===== config.mk =====
export PLATFORM = sky130hd
export DESIGN_NAME = ps2_key_controller
export DESIGN_NICKNAME = d
export VERILOG_FILES = /design/src/rtl/ps2_key_controller.sv
export SDC_FILE = /design/constraint.sdc
export NUM_CORES = 1
export LEC_CHECK = 0
export BUFFER_PORTS_ARGS = -buffer_cell sky130_fd_sc_hd__clkbuf_2
export CELL_PAD_IN_SITES_DETAIL_PLACEMENT = 0
export CELL_PAD_IN_SITES_GLOBAL_PLACEMENT = 1
export CORE_MARGIN = 8
export CORE_UTILIZATION = 45
export DETAILED_ROUTE_END_ITERATION = 8
export MAX_ROUTING_LAYER = met4
export PLACE_DENSITY_LB_ADDON = 0.05
export RECOVER_POWER = 100
export SETUP_SLACK_MARGIN = 0.2
export SLEW_MARGIN = 20
export SYNTH_ARGS = -nofsm -noshare
export SYNTH_HDL_FRONTEND = slang
export SYNTH_SLANG_ARGS = --single-unit

===== constraint.sdc =====
create_clock -name clock_i -period 3.04 [get_ports clock_i]
set_clock_uncertainty 0.1 [all_clocks]
set_input_delay 0.456 -clock clock_i [delete_from_list [all_inputs] [get_ports clock_i]]
set_output_delay 0.456 -clock clock_i [all_outputs]
set_load 0.03 [all_outputs]

===== src/rtl/ps2_key_controller.sv =====
// ps2_key_controller
// PS/2 receiver and scan-code sequencer. Oversamples the keyboard pins on
// clock_i, frames 11-bit packets, aborts stalled frames with a watchdog,
// folds E0/F0 prefixes into make/break events and drives the movement
// outputs go_left_o / go_right_o (levels) and jump_o (pulse).
// Build option: define PS2_PARITY_CHECK_EN to reject frames whose 8 data
// bits plus parity bit do not have odd parity. Without it the parity bit
// is sampled and ignored and only the stop bit is checked.
module ps2_key_controller #(
    parameter int unsigned TIMEOUT_CYCLES = 50000,
    parameter logic [7:0]  LEFT_CODE      = 8'h6B,
    parameter logic [7:0]  RIGHT_CODE     = 8'h74,
    parameter logic [7:0]  JUMP_CODE      = 8'h29
) (
    input  logic       clock_i,
    input  logic       reset_i,
    input  logic       ps2_clk_i,
    input  logic       ps2_dat_i,
    output logic [7:0] scan_code_o,
    output logic       scan_valid_o,
    output logic       frame_error_o,
    output logic       go_left_o,
    output logic       go_right_o,
    output logic       jump_o
);

    localparam int WD_W = $clog2(TIMEOUT_CYCLES + 1);
    localparam logic [WD_W-1:0] WD_LAST = WD_W'(TIMEOUT_CYCLES - 1);

    typedef enum logic [1:0] {S_IDLE, S_DATA, S_PARITY, S_STOP} state_t;

    logic [1:0]      clk_sync_q, dat_sync_q;
    logic            clk_prev_q;
    state_t          state_q;
    logic [2:0]      bit_cnt_q;
    logic [7:0]      shift_q;
    logic            parity_q;
    logic [WD_W-1:0] wd_q;
    logic            ext_q, brk_q;
    logic            left_held_q, right_held_q, jump_held_q, last_dir_q;
    logic [7:0]      scan_code_q;
    logic            scan_valid_q, frame_error_q, go_left_q, go_right_q, jump_q;

    logic            edge_w, dat_w, frame_ok_w, byte_ok_w, frame_bad_w, timeout_w;
    logic [WD_W-1:0] wd_inc_w;
    logic            ext_d, brk_d, left_held_d, right_held_d, jump_held_d, last_dir_d;
    logic            go_left_d, go_right_d, jump_d;

    // Two-flop synchronizers on both pins plus the delayed clock for edge detect.
    // Reset to 0 so that an idle-high bus cannot look like a falling edge.
    always_ff @(posedge clock_i) begin
        if (reset_i) begin
            clk_sync_q <= '0;
            dat_sync_q <= '0;
            clk_prev_q <= 1'b0;
        end else begin
            clk_sync_q <= {clk_sync_q[0], ps2_clk_i};
            dat_sync_q <= {dat_sync_q[0], ps2_dat_i};
            clk_prev_q <= clk_sync_q[1];
        end
    end

    assign edge_w = clk_prev_q & ~clk_sync_q[1];
    assign dat_w  = dat_sync_q[1];

`ifdef PS2_PARITY_CHECK_EN
    assign frame_ok_w = dat_w & (^{shift_q, parity_q});
`else
    assign frame_ok_w = dat_w;
`endif

    // The counter reads n-1 in the n-th cycle after an edge, so the abort is
    // taken when the incremented value reaches TIMEOUT_CYCLES-1; FrameError
    // then shows TIMEOUT_CYCLES cycles after the last edge. An edge in the
    // same cycle always wins.
    assign wd_inc_w    = (wd_q == WD_LAST) ? wd_q : wd_q + 1'b1;
    assign timeout_w   = (state_q != S_IDLE) && !edge_w && (wd_inc_w == WD_LAST);
    assign byte_ok_w   = edge_w && (state_q == S_STOP) && frame_ok_w;
    assign frame_bad_w = (edge_w && (state_q == S_STOP) && !frame_ok_w) || timeout_w;

    // Prefix flags, held-key state and direction arbitration for the next cycle.
    always_comb begin
        ext_d        = ext_q;
        brk_d        = brk_q;
        left_held_d  = left_held_q;
        right_held_d = right_held_q;
        jump_held_d  = jump_held_q;
        last_dir_d   = last_dir_q;
        jump_d       = 1'b0;
        if (frame_bad_w) begin
            ext_d = 1'b0;
            brk_d = 1'b0;
        end else if (byte_ok_w) begin
            if (shift_q == 8'hE0) begin
                ext_d = 1'b1;
            end else if (shift_q == 8'hF0) begin
                brk_d = 1'b1;
            end else begin
                if (ext_q && shift_q == LEFT_CODE) begin
                    left_held_d = !brk_q;
                    if (!brk_q) last_dir_d = 1'b0;
                end else if (ext_q && shift_q == RIGHT_CODE) begin
                    right_held_d = !brk_q;
                    if (!brk_q) last_dir_d = 1'b1;
                end else if (!ext_q && shift_q == JUMP_CODE) begin
                    jump_d      = !brk_q && !jump_held_q;
                    jump_held_d = !brk_q;
                end
                ext_d = 1'b0;
                brk_d = 1'b0;
            end
        end
        // last_dir 0 = left, 1 = right; it only matters when both are held.
        go_left_d  = left_held_d  & (~right_held_d | ~last_dir_d);
        go_right_d = right_held_d & (~left_held_d  |  last_dir_d);
    end

    // Frame FSM, watchdog and all registered outputs.
    always_ff @(posedge clock_i) begin
        if (reset_i) begin
            state_q       <= S_IDLE;
            bit_cnt_q     <= '0;
            shift_q       <= '0;
            parity_q      <= 1'b0;
            wd_q          <= '0;
            ext_q         <= 1'b0;
            brk_q         <= 1'b0;
            left_held_q   <= 1'b0;
            right_held_q  <= 1'b0;
            jump_held_q   <= 1'b0;
            last_dir_q    <= 1'b0;
            scan_code_q   <= '0;
            scan_valid_q  <= 1'b0;
            frame_error_q <= 1'b0;
            go_left_q     <= 1'b0;
            go_right_q    <= 1'b0;
            jump_q        <= 1'b0;
        end else begin
            scan_valid_q  <= 1'b0;
            frame_error_q <= frame_bad_w;
            wd_q          <= (state_q == S_IDLE || edge_w) ? '0 : wd_inc_w;
            if (edge_w) begin
                case (state_q)
                    S_IDLE: begin
                        if (!dat_w) begin
                            state_q   <= S_DATA;
                            bit_cnt_q <= '0;
                        end
                    end
                    S_DATA: begin
                        shift_q   <= {dat_w, shift_q[7:1]};
                        bit_cnt_q <= bit_cnt_q + 3'd1;
                        if (bit_cnt_q == 3'd7) state_q <= S_PARITY;
                    end
                    S_PARITY: begin
                        parity_q <= dat_w;
                        state_q  <= S_STOP;
                    end
                    default: begin
                        state_q <= S_IDLE;
                        if (frame_ok_w) begin
                            scan_code_q  <= shift_q;
                            scan_valid_q <= 1'b1;
                        end
                    end
                endcase
            end else if (timeout_w) begin
                state_q <= S_IDLE;
            end
            ext_q        <= ext_d;
            brk_q        <= brk_d;
            left_held_q  <= left_held_d;
            right_held_q <= right_held_d;
            jump_held_q  <= jump_held_d;
            last_dir_q   <= last_dir_d;
            go_left_q    <= go_left_d;
            go_right_q   <= go_right_d;
            jump_q       <= jump_d;
        end
    end

    assign scan_code_o   = scan_code_q;
    assign scan_valid_o  = scan_valid_q;
    assign frame_error_o = frame_error_q;
    assign go_left_o     = go_left_q;
    assign go_right_o    = go_right_q;
    assign jump_o        = jump_q;

endmodule


==> impl_results.md <==
- Status: finished, violations left
- Failing checks: capacitance limit, slew limit
- Most frequent cells in the layout: dfxtp_1, nand2_1, a21oi_1
- Initial Util: 45.8%
- Worst-Margin Slew: ~1500 ps
- Post-Synthesis Cells: around 280
- Post-synthesis net count: about 300
- Die area: between 8000 and 9000 um^2
- Design Power: about 1.1 mW
- CP peak stage delay: 690 ps
- DP Cell Count: between 300 and 400
- Yosys cell types: 61
- Post-synthesis register bit count: 53
- Tmin final: 2740 ps
- CTS tree: built
- Final Setup Violations: 0
- Cell Chain, Critical Path: or3b_2, nor4_1, a31o_2, nand2_1, or3_1, a22o_1
- Vias: about 2000
- DP Wirelength: 3650 um
- Slew margin rel.: -3.32%
- Largest net degree at the start of global routing: 36
- Yosys warnings: 0
- Setup TNS: 0 ps
- Drt initial violations: 52
- Hold depth: 2
- CTS sink count: 53
- Post-synth EDFFs: 0
- Number of remaining DRC errors: 0
- Grt total ovfl: 0
- Vias per cell: between 5 and 6
- Primary FF master, synth: dfxtp_1
- Routed WL per cell: roughly 14 um
- VDD IR max: 213 uV
- Port bufs: 16
- Postcts setup bufs: 0
- Hold_buf cts: 0
- Resized cells post-CTS: 0
- Vias in the first global route: around 2000
- Top post-synthesis cells by area: dfxtp_1, a21oi_1, nand2_1, ha_1, nand3_1
- Final Non-Filler Cells: between 300 and 400
- Hold Path End: clk_sync_q[0]
- RSZ-0062 raised after global routing: false
- Layout cells sized above 1: 9.49%
- Routed Antenna Nets: 0
- Most common cell after layout, fill and taps aside: dfxtp_1
- Minimum setup slack among reg-to-reg paths: ~300 ps
- CP Launch Type: register
- Final Hold Vio Count: 0
- Ports: 17
- Hold Path Class: in -> reg
- Total GRT Usage: 13.4%
- Synth area leader: dfxtp_1
- Routability cong.: 0.770
- Die span in y: 90.4 um
- R2R depth: 6
- FF-to-FF Start: wd_q[14]
- CTS Buf Count: 5
- Max Freq: about 370 MHz
- Drt pass-1 iters: 4
- Slowest CP cell: nor4_1
- Total Routed Length: 5210 um
- Fraction of registers with async set/reset: 0%
- # nets final: roughly 300
- Pwr Density: approximately 420 nW/um^2
- MaxCap Viol Count: 1
- N_diodes: 0
- Syn_area_per_cell: ~8.8 um^2
- Worst EP required: 3130 ps
- Clk pin slew, worst setup/hold paths: about 90 ps
- Critical path arrival: about 2800 ps
- Largest fanout on the critical path: 5
- Setup CP Type: reg -> reg
- H-tree levels: 2
- Final Cycle Share: between 90% and 100%
- Cell Area, Synth: around 2500 um^2
- Pleak: around 0.84 nW
- Clock root cell: clkbuf_8
- Hold Startpoint: ps2_clk_i
- Row count: 27
- Core area: ~5400 um^2
- Initial antenna violation count: 0
- RR Endpoint: state_q[1]
- Die Wd: 90.4 um
- Part of the Yosys area used for sequential elements: ~43%
- Worst skew pair latency: ~300 ps
- P&R area growth vs syn: 5.88%
- Max clock buf depth: 2
- First-pass GRT wire length: between 9000 and 10000 um
- Max Slew Vio Count: 36
- Setup crit end kind: register
- Top cell type's share of synthesized area: between 40 and 50%
- Final core occ: between 40% and 50%
## worst max-delay path by stage
stage / start / to / slack [ps] / cells past startpoint
floorplan: wd_q[0] / state_q[1] / 590 / 8
global placement: wd_q[0] / state_q[1] / 470 / 7
detailed placement: wd_q[0] / state_q[1] / 440 / 7
CTS: wd_q[0] / state_q[1] / 410 / 7
global route: wd_q[14] / state_q[1] / 170 / 6
finish: wd_q[14] / state_q[1] / 300 / 6
## worst max-delay path, delay by kind of cell (launching register included)
kind	cells	cell delay (ps)
AOI/OAI and AO/OA	2	510
DFF	1	410
and+or+nand+nor	4	1610
## synthesized netlist by cell type (4+ instances only)
| library cell | n |
|---|---|
| a21oi_1 | 28 |
| clkbuf_1 | 9 |
| dfxtp_1 | 53 |
| ha_1 | 8 |
| inv_1 | 5 |
| nand2_1 | 37 |
| nand3_1 | 15 |
| nand4_1 | 7 |
| nand4b_1 | 5 |
| nor2_1 | 20 |
| nor2b_1 | 7 |
| nor3_1 | 4 |
| nor4_1 | 4 |
| o21ai_0 | 6 |
| xnor2_1 | 7 |
## logic make-up after synthesis
kind of cell,Yosys count,synth area share [%]
AND/OR/NAND/NOR,132,29.0
AO/OA/AOI/OAI,59,15.6
flip-flops,53,42.6
buffers and inverters,20,4.37
XOR/XNOR,10,3.52
adder cells (fa/ha/maj),8,4.02
multiplexers,2,0.804
## final cells by class
type                       count  area, um^2
clock buffer                   7        76.3
clock inverter                 1        7.51
fill                         561        2800
inverter                       5        18.8
multi-input combinational    211        1310
sequential                    53        1060
tap                           72        90.1
timing repair buffer          18        73.8
## sequential cells by signal, indices dropped and copies added, names as in the netlist, 2 cells and up
register / count
wd_q: 16
bit_cnt_q: 3
shift_q: 8
scan_code_o: 8
dat_sync_q: 2
clk_sync_q: 2
state_q: 2
## power by group
part	internal (mW)	leakage, nW	switching, mW	total [mW]
combinational	0.00849	0.377	0.0176	0.0261
sequential	0.697	0.428	0.00197	0.699
clock	0.164	0.0385	0.225	0.389
total	0.869	0.843	0.245	1.11
## stage by stage
step	cell area [um^2]	hold slack, ps	setup slack, ps
floorplan	2490	314	587
global placement	2580	329	470
detailed placement	2580	332	444
CTS	2670	252	413
global route	2640	250	168
finish	2640	260	301
## routing by layer
metal	GRT usage [%]	routed length, um	vias to the layer above
met3	3.08	93	4
met1	15.5	2510	943
met4	4.16	47	0
met2	22.6	2560	16
met5	-	0	-
li1	-	-	1029
Power figures use the tool's default switching activity.
